## src/rtl/fpu_wb_ctl.sv

```systemverilog
`default_nettype none
// ============================================================================
// Module : fpu_wb_ctl
// Brief  : FPU register-file writeback arbiter (FPU vs. load) with load queue
//          and per-register pending-write scoreboard.
// Rev    : 1.0  initial release
// ============================================================================
module fpu_wb_ctl #(
  parameter int XLEN     = 32,
  parameter int LQ_DEPTH = 2
) (
  input  logic                        clk,
  input  logic                        rst,
  input  logic                        fpu_valid,
  input  logic [4:0]                  fpu_rd,
  input  logic [XLEN-1:0]             fpu_data,
  input  logic                        ld_valid,
  output logic                        ld_ready,
  input  logic [4:0]                  ld_rd,
  input  logic [XLEN-1:0]             ld_data,
  input  logic                        iss_valid,
  input  logic [4:0]                  iss_rd,
  output logic                        iss_rd_busy,
  input  logic [4:0]                  chk_raddr0,
  input  logic [4:0]                  chk_raddr1,
  output logic                        chk_busy0,
  output logic                        chk_busy1,
  output logic                        wen0,
  output logic [4:0]                  waddr0,
  output logic [XLEN-1:0]             wd0,
  output logic [$clog2(LQ_DEPTH):0]   lq_count
);

  localparam int c_PW = $clog2(LQ_DEPTH);
  localparam int c_CW = c_PW + 1;
  localparam logic [c_CW-1:0] c_FULL = c_CW'(LQ_DEPTH);

  logic [31:1]     r_sb;
  logic [31:0]     w_sb_vec;
  logic [31:0]     w_sb_next;
  logic [4:0]      r_lq_rd   [LQ_DEPTH];
  logic [XLEN-1:0] r_lq_data [LQ_DEPTH];
  logic [c_PW-1:0] r_head;
  logic [c_PW-1:0] r_tail;
  logic [c_CW-1:0] r_count;
  logic            r_wen;
  logic [4:0]      r_waddr;
  logic [XLEN-1:0] r_wd;

  logic            w_fpu_sel;
  logic            w_q_empty;
  logic            w_ld_acc;
  logic            w_ld_live;
  logic            w_deq;
  logic            w_byp;
  logic            w_enq;
  logic            w_wen;
  logic [4:0]      w_waddr;
  logic [XLEN-1:0] w_wd;

  // Register 0 is hard-wired not-busy through the zero LSB.
  assign w_sb_vec    = {r_sb, 1'b0};
  assign iss_rd_busy = w_sb_vec[iss_rd];
  assign chk_busy0   = w_sb_vec[chk_raddr0];
  assign chk_busy1   = w_sb_vec[chk_raddr1];

  assign ld_ready  = (r_count < c_FULL);
  assign w_q_empty = (r_count == '0);
  assign w_fpu_sel = fpu_valid && (fpu_rd != 5'd0);
  assign w_ld_acc  = ld_valid && ld_ready;
  assign w_ld_live = w_ld_acc && (ld_rd != 5'd0);
  assign w_deq     = !w_fpu_sel && !w_q_empty;
  assign w_byp     = !w_fpu_sel && w_q_empty && w_ld_live;
  assign w_enq     = w_ld_live && !w_byp;

  always_comb begin
    w_wen   = 1'b0;
    w_waddr = r_waddr;
    w_wd    = r_wd;
    if (w_fpu_sel) begin
      w_wen   = 1'b1;
      w_waddr = fpu_rd;
      w_wd    = fpu_data;
    end else if (w_deq) begin
      w_wen   = 1'b1;
      w_waddr = r_lq_rd[r_head];
      w_wd    = r_lq_data[r_head];
    end else if (w_byp) begin
      w_wen   = 1'b1;
      w_waddr = ld_rd;
      w_wd    = ld_data;
    end
  end

  always_ff @(posedge clk or posedge rst) begin
    if (rst) begin
      r_wen   <= 1'b0;
      r_waddr <= '0;
      r_wd    <= '0;
    end else begin
      r_wen   <= w_wen;
      r_waddr <= w_waddr;
      r_wd    <= w_wd;
    end
  end

  always_ff @(posedge clk or posedge rst) begin
    if (rst) begin
      r_head  <= '0;
      r_tail  <= '0;
      r_count <= '0;
    end else begin
      if (w_deq) r_head <= r_head + c_PW'(1);
      if (w_enq) r_tail <= r_tail + c_PW'(1);
      case ({w_enq, w_deq})
        2'b10:   r_count <= r_count + c_CW'(1);
        2'b01:   r_count <= r_count - c_CW'(1);
        default: r_count <= r_count;
      endcase
    end
  end

  always_ff @(posedge clk) begin
    if (w_enq) begin
      r_lq_rd[r_tail]   <= ld_rd;
      r_lq_data[r_tail] <= ld_data;
    end
  end

  // Clear applied before set so a same-edge re-issue keeps the bit busy.
  always_comb begin
    w_sb_next = w_sb_vec;
    if (r_wen) w_sb_next[r_waddr] = 1'b0;
    if (iss_valid) w_sb_next[iss_rd] = 1'b1;
    w_sb_next[0] = 1'b0;
  end

  always_ff @(posedge clk or posedge rst) begin
    if (rst) r_sb <= '0;
    else     r_sb <= w_sb_next[31:1];
  end

  assign wen0     = r_wen;
  assign waddr0   = r_waddr;
  assign wd0      = r_wd;
  assign lq_count = r_count;

  // Re-issuing a register whose write retires on this very edge is legal.
  ap_no_busy_issue: assert property (@(posedge clk) disable iff (rst)
    (iss_valid && iss_rd_busy) |-> (r_wen && (r_waddr == iss_rd)));

endmodule
`default_nettype wire

```

## config.mk

```make
export PLATFORM = sky130hd
export DESIGN_NAME = fpu_wb_ctl
export DESIGN_NICKNAME = d
export VERILOG_FILES = /design/src/rtl/fpu_wb_ctl.sv
export SDC_FILE = /design/constraint.sdc
export NUM_CORES = 1
export LEC_CHECK = 0
export ABC_AREA = 1
export ABC_CLOCK_PERIOD_IN_PS = 2820
export CELL_PAD_IN_SITES_DETAIL_PLACEMENT = 1
export CELL_PAD_IN_SITES_GLOBAL_PLACEMENT = 2
export CORE_AREA = 2 2 167 169
export DETAILED_ROUTE_END_ITERATION = 8
export DIE_AREA = 0 0 169 171
export PLACE_DENSITY_LB_ADDON = 0.1
export SETUP_SLACK_MARGIN = 0.5
export SLEW_MARGIN = 20
export SYNTH_ARGS = -nofsm -noshare
export SYNTH_HDL_FRONTEND = slang
export SYNTH_SLANG_ARGS = --single-unit
```

## constraint.sdc

```tcl
create_clock -name clk -period 2.82 [get_ports clk]
set_input_delay 0.564 -clock clk [delete_from_list [all_inputs] [get_ports clk]]
set_output_delay 0.564 -clock clk [all_outputs]
set_load 0.005 [all_outputs]
```

## Word level (Yosys, flattened, before mapping)

Memory sizes are Yosys's and may differ from the RTL's.
Index checks and enable logic that the tools add are counted.

| word-level totals | value |
|---|---|
| flip-flop bits (word level) | 73 |
| memories kept | 2 |
| logic and storage cells | 66 |
| output and inout port bits | 44 |
| bits of input ports | 94 |
| RAM bits | 74 |

Memory list:

| memory | words | width | rd ports | clocked after memory_dff | write ports | RTL line | source |
|---|---|---|---|---|---|---|---|
| r_lq_data | 2 | 32 | 1 | 0 | 1 | 42 | `logic [XLEN-1:0] r_lq_data [LQ_DEPTH];` |
| r_lq_rd | 2 | 5 | 1 | 0 | 1 | 41 | `logic [4:0] r_lq_rd [LQ_DEPTH];` |

| cells by class | value |
|---|---|
| add/sub/neg operators | 4 |
| reduce and logical (&&, ||, !) cells | 17 |
| muxes and demuxes | 24 |
| eq/ne operators | 2 |
| order comparisons | 7 |
| bitwise operators | 3 |

Operators with widths:

| cell | number |
|---|---|
| 2-to-1 mux 32 bit | 5 |
| AND 32 bit | 1 |
| inverter 32 bit | 1 |
| OR 32 bit | 1 |
| less-than comparator 5 x 6 -> 1 bit, second input constant | 4 |
| binary-select mux 1 bit (select 5 bit) | 3 |
| 2-to-1 mux 5 bit | 3 |
| demux 1 bit (select 5 bit) | 2 |
| greater-or-equal comparator 5 x 1 -> 1 bit, second input constant | 2 |
| 2-to-1 mux 1 bit | 10 |
| nonzero test 5 bit | 2 |
| logical AND 1 bit | 9 |
| case mux 2 bit (2 select lines) | 1 |
| zero test 1 bit | 3 |
| nonzero test 3 bit | 1 |
| adder 1 bit, second input constant | 2 |
| adder 2 x 1 -> 2 bit, second input constant | 1 |
| == test 2 x 1 -> 1 bit, second input constant | 1 |
| == test 2 bit, second input constant | 1 |
| zero test 2 bit | 1 |
| less-than comparator 2 bit, second input constant | 1 |
| nonzero test 2 bit | 1 |
| subtractor 2 x 1 -> 2 bit, second input constant | 1 |

## Longest topological paths before layout

| depth | value |
|---|---|
| word-level depth | 9 |
| mapped depth | 11 |
| mapped depth without buffers | 9 |

## Worst setup path before layout

No wires, ideal clock.

| path | value |
|---|---|
| path kind | input port to flip-flop |
| start | input port fpu_rd[2] |
| end | memory r_lq_data[1][0] (enable) |
| stages on the path | 7 |
| library setup time | 433 ps |
| path buffers | 1 |
| data arrival time | 2721 ps |
| setup slack | -334 ps |
| required time | 2387 ps |
| cell sequence | nor2_1 -> nand3b_1 -> nand2_2 -> buf_4 -> nand2_1 -> nand2_2 -> nor2_1 |

| on the way | value |
|---|---|
| cells in the longest elaborated chain, start to end | 9 |

RTL lines:

| item | RTL line | source |
|---|---|---|
| start, declared | 15 | `input logic [4:0] fpu_rd,` |
| nonzero test 5 bit | 69 | `assign w_fpu_sel = fpu_valid && (fpu_rd != 5'd0);` |
| logical AND 1 bit | 69 |  |
| zero test 1 bit | 73 | `assign w_byp = !w_fpu_sel && w_q_empty && w_ld_live;` |
| logical AND 1 bit (2 in series) | 73 |  |
| zero test 1 bit | 74 | `assign w_enq = w_ld_live && !w_byp;` |
| logical AND 1 bit | 74 |  |
| 2-to-1 mux 1 bit | 124 | `if (w_enq) begin` |
| 2-to-1 mux 1 bit (not written as such) | 126 | `r_lq_data[r_tail] <= ld_data;` |
| end, declared | 42 |  |

No other way between the ends.

## Worst setup path after layout

| path | value |
|---|---|
| start | input port chk_raddr0[0] |
| end | output port chk_busy0 |

| on the way | value |
|---|---|
| cells in the longest elaborated chain, start to end | 2 |

RTL lines:

| item | RTL line | source |
|---|---|---|
| start, declared | 24 | `input logic [4:0] chk_raddr0,` |
| binary-select mux 1 bit (select 5 bit) | 64 | `assign chk_busy0 = w_sb_vec[chk_raddr0];` |
| 2-to-1 mux 1 bit (not written as such) | 64 |  |
| end, declared | 26 | `output logic chk_busy0,` |

No other way between the ends. The select of a mux whose other input is x is not followed.

==> flow_metrics.env <==
export IMPL_status="finished clean"
export IMPL_power_frac_seq=0.393
export IMPL_cts_inserted_buffers=17
export IMPL_finalWirelength_um=25900
export IMPL_post_route_util=0.379
export IMPL_avgSynthCellArea_um2=8.51
export IMPL_critical_path_class="in -> out"
export IMPL_gp_congestion=0.794
export IMPL_fin_nets=1141
export IMPL_vias=6664
export IMPL_setup_tns_ns=0
export IMPL_syn_to_final_growth_pct=38.2
export IMPL_power_leakage_nw=4.36
export IMPL_final_cell_area_um2=10300
export IMPL_p_int_mw=5.84
export IMPL_clk_pin_slew_ns=0.07
export IMPL_drc=0
export IMPL_rows=61
export IMPL_hp_class="in -> async"
export IMPL_dp_hpwl_um=17500
export IMPL_ir_drop_uv=309
export IMPL_cp_end_kind="primary output"
export IMPL_grt_overflow=0
export IMPL_worstMarginPinSlew_ns=0.627
export IMPL_cpMaxStageDelayCell="clkdlybuf4s15_2"
export IMPL_yosysWarnings=0
export IMPL_cts_tree="yes"
export IMPL_dp_cells=1362
export IMPL_fin_crit_sh=0.757
export IMPL_synthTopCellsByCount="nand2_1, nand3_1, o21ai_0"
export IMPL_synth_distinct_cells=27
export IMPL_die_h_um=171
export IMPL_cp_arrival_ns=1.57
export IMPL_slew_headroom=0.581
export IMPL_path_max_fanout=8
export IMPL_power_mw=9.44
export IMPL_grt_pass1_wl_um=40700
export IMPL_synth_area_um2=7490
export IMPL_synth_most_common_cell="nand2_1"
export IMPL_holdWs_ns=0.448
export IMPL_synth_seq_cells=147
export IMPL_firstDrtPassIters=4
export IMPL_report_final_slew_viol_count=0
export IMPL_place_area_um2=9500
export IMPL_switching_share=0.381
export IMPL_drv_cap=0
export IMPL_p_per_area_nw_per_um2=912
export IMPL_pre_cts_ws_ns=-0.171
export IMPL_avgRoutedWirePerCell_um=18.4
export IMPL_switchingPower_mw=3.60
export IMPL_io_pins=138
export IMPL_die_w_um=169
export IMPL_netlist_instances=880
export IMPL_ys_seq_area_frac=0.541
export IMPL_port_buffers=137
export IMPL_worst_setup_path_start_kind="input port"
export IMPL_max_freq_ghz=0.468
export IMPL_die_area_um2=28900
export IMPL_crit_required_ns=2.26
export IMPL_synth_area_leader_cell="edfxtp_1"
export IMPL_fin_cells=1406
export IMPL_rsz0062_at_grt="no"
export IMPL_setup_viol=0
export IMPL_p_clk_frac=0.251
export IMPL_syn_num_nets=975
export IMPL_fin_ws_ns=0.684
export IMPL_synth_area_leaders="edfxtp_1, dfrtp_1, nand2_1"
export IMPL_cts_root_buf="clkbuf_16"
export IMPL_combPwrFrac=0.356
export IMPL_cts_sinks=147
export IMPL_start_util=0.274
export IMPL_ctsHoldBuffers=0
export IMPL_crit_top_cell="nand2_1"
export IMPL_synth_top_area_share=0.297
export IMPL_antenna_found_initial=1
export IMPL_clockBufferDepth=2
export IMPL_synth_edf_count=74
export IMPL_drt_initial_drc_count=271
export IMPL_fin_crit_ns=2.14
export IMPL_first_global_vias=7132
export IMPL_fp_coreArea_um2=27300
export IMPL_clock_skew_ns=0.0143
export IMPL_drive_gt1_frac=0.166
export IMPL_clk_latency_ns=0.43
export IMPL_grt_max_degree=71
export IMPL_max_stage_delay_ns=0.21
export IMPL_postRouteAntennaNets=0
export IMPL_grtUsageTotal=0.187
export IMPL_htreeDepth=4
export IMPL_viasPerCell=4.74
export IMPL_synth_async_reset_ratio=0.497
export IMPL_path_cells="clkdlybuf4s15_2 -> inv_2 -> buf_6 -> nand2_1 -> nand3_1 -> nand3_1 -> nand2_1 -> nand2_1 -> nand2_1 -> nand2_1 -> nand2_1 -> clkbuf_2"
export IMPL_hold_viol_final=0
export IMPL_synth_ff_type="edfxtp_1"
critical path: cells and delay by family:
family / cells / cell delay [ns]
simple gates: 8 / 0.48
buf+inv: 4 / 0.51
layout make-up:
type                            count  area (µm²)
Fill cell                        3209       17000
Sequential cell                   147        4060
Multi-Input combinational cell    645        3130
Timing Repair Buffer              189        1940
Clock buffer                       18         439
Tap cell                          346         433
Inverter                           46         184
Clock inverter                     14         165
Antenna cell                        1        2.50
layer usage:
metal | track usage | part of all wire | up-vias
met1 | 0.233 | 0.45 | 3252
met4 | 0.0669 | 0.018 | 0
met2 | 0.324 | 0.50 | 100
met5 | 0 | 0 | -
li1 | - | - | 3286
met3 | 0.0335 | 0.034 | 26
what timing repair did:
action / 4_1_cts / 5_1_grt
buffers inserted: 9 / 0
pin swaps: 10 / 9
gates resized for setup: 70 / 16
cloned: 2 / 0
setup endpoints to repair: 3 / 3
worst paths after layout:
check                      slack [ns]        end  depth (start not counted)     startpoint
max                              0.68  chk_busy0                         12  chk_raddr0[0]
min                              0.45     wd0[6]                          2            rst
max reg2reg                      0.89    wd0[31]                          7    lq_count[0]
min reg2reg                      0.48    wd0[19]                          2        wd0[19]
max in group asynchronous        1.68   r_sb[25]                          3            rst
min in group clk                 0.48    wd0[19]                          2        wd0[19]
power groups by stage:
stage | clock network [mW] | logic [mW] | registers, mW
6_report | 2.36 | 3.36 | 3.71
5_1_grt | 2.51 | 3.83 | 3.79
4_1_cts | 2.43 | 3.46 | 3.71
3_5_place_dp | 0 | 3.41 | 3.73
3_3_place_gp | 0 | 3.37 | 3.75
2_1_floorplan | 0 | 1.86 | 3.42
registers in the layout, indices dropped and copies added, names as in the netlist:
signal and flops:
lq_count 2, r_head 1, r_lq_data 64, r_lq_rd 10, r_sb 31, r_tail 1
waddr0 5, wd0 32, wen0 1
cells by family (layout without fill, tap and decap cells):
kind of cell / after synthesis / count (layout) / share of synthesized area
other: 0 / 1 / 0
flip-flops: 147 / 147 / 0.541
AND/OR/NAND/NOR: 525 / 525 / 0.318
adder cells (fa/ha/maj): 1 / 1 / 0.00167
AO/OA/AOI/OAI: 116 / 116 / 0.0785
XOR/XNOR: 3 / 3 / 0.00351
buffers and inverters: 88 / 267 / 0.0575
layout by cell type (no fill, tap or decap), types with 5 or more instances in the layout:
cell	n
clkdlybuf4s50_1	123
nand4_1	7
dfrtp_2	5
inv_1	33
or2_2	47
buf_4	34
inv_6	7
nand2_1	299
o21ai_1	26
clkbuf_16	17
buf_12	12
nor3_4	7
nor2_1	8
nand3_1	119
dfrtp_1	68
inv_2	9
edfxtp_1	74
buf_6	6
o21ai_0	85
nand3b_1	25
Note: power is estimated with default switching activity, not from simulation.
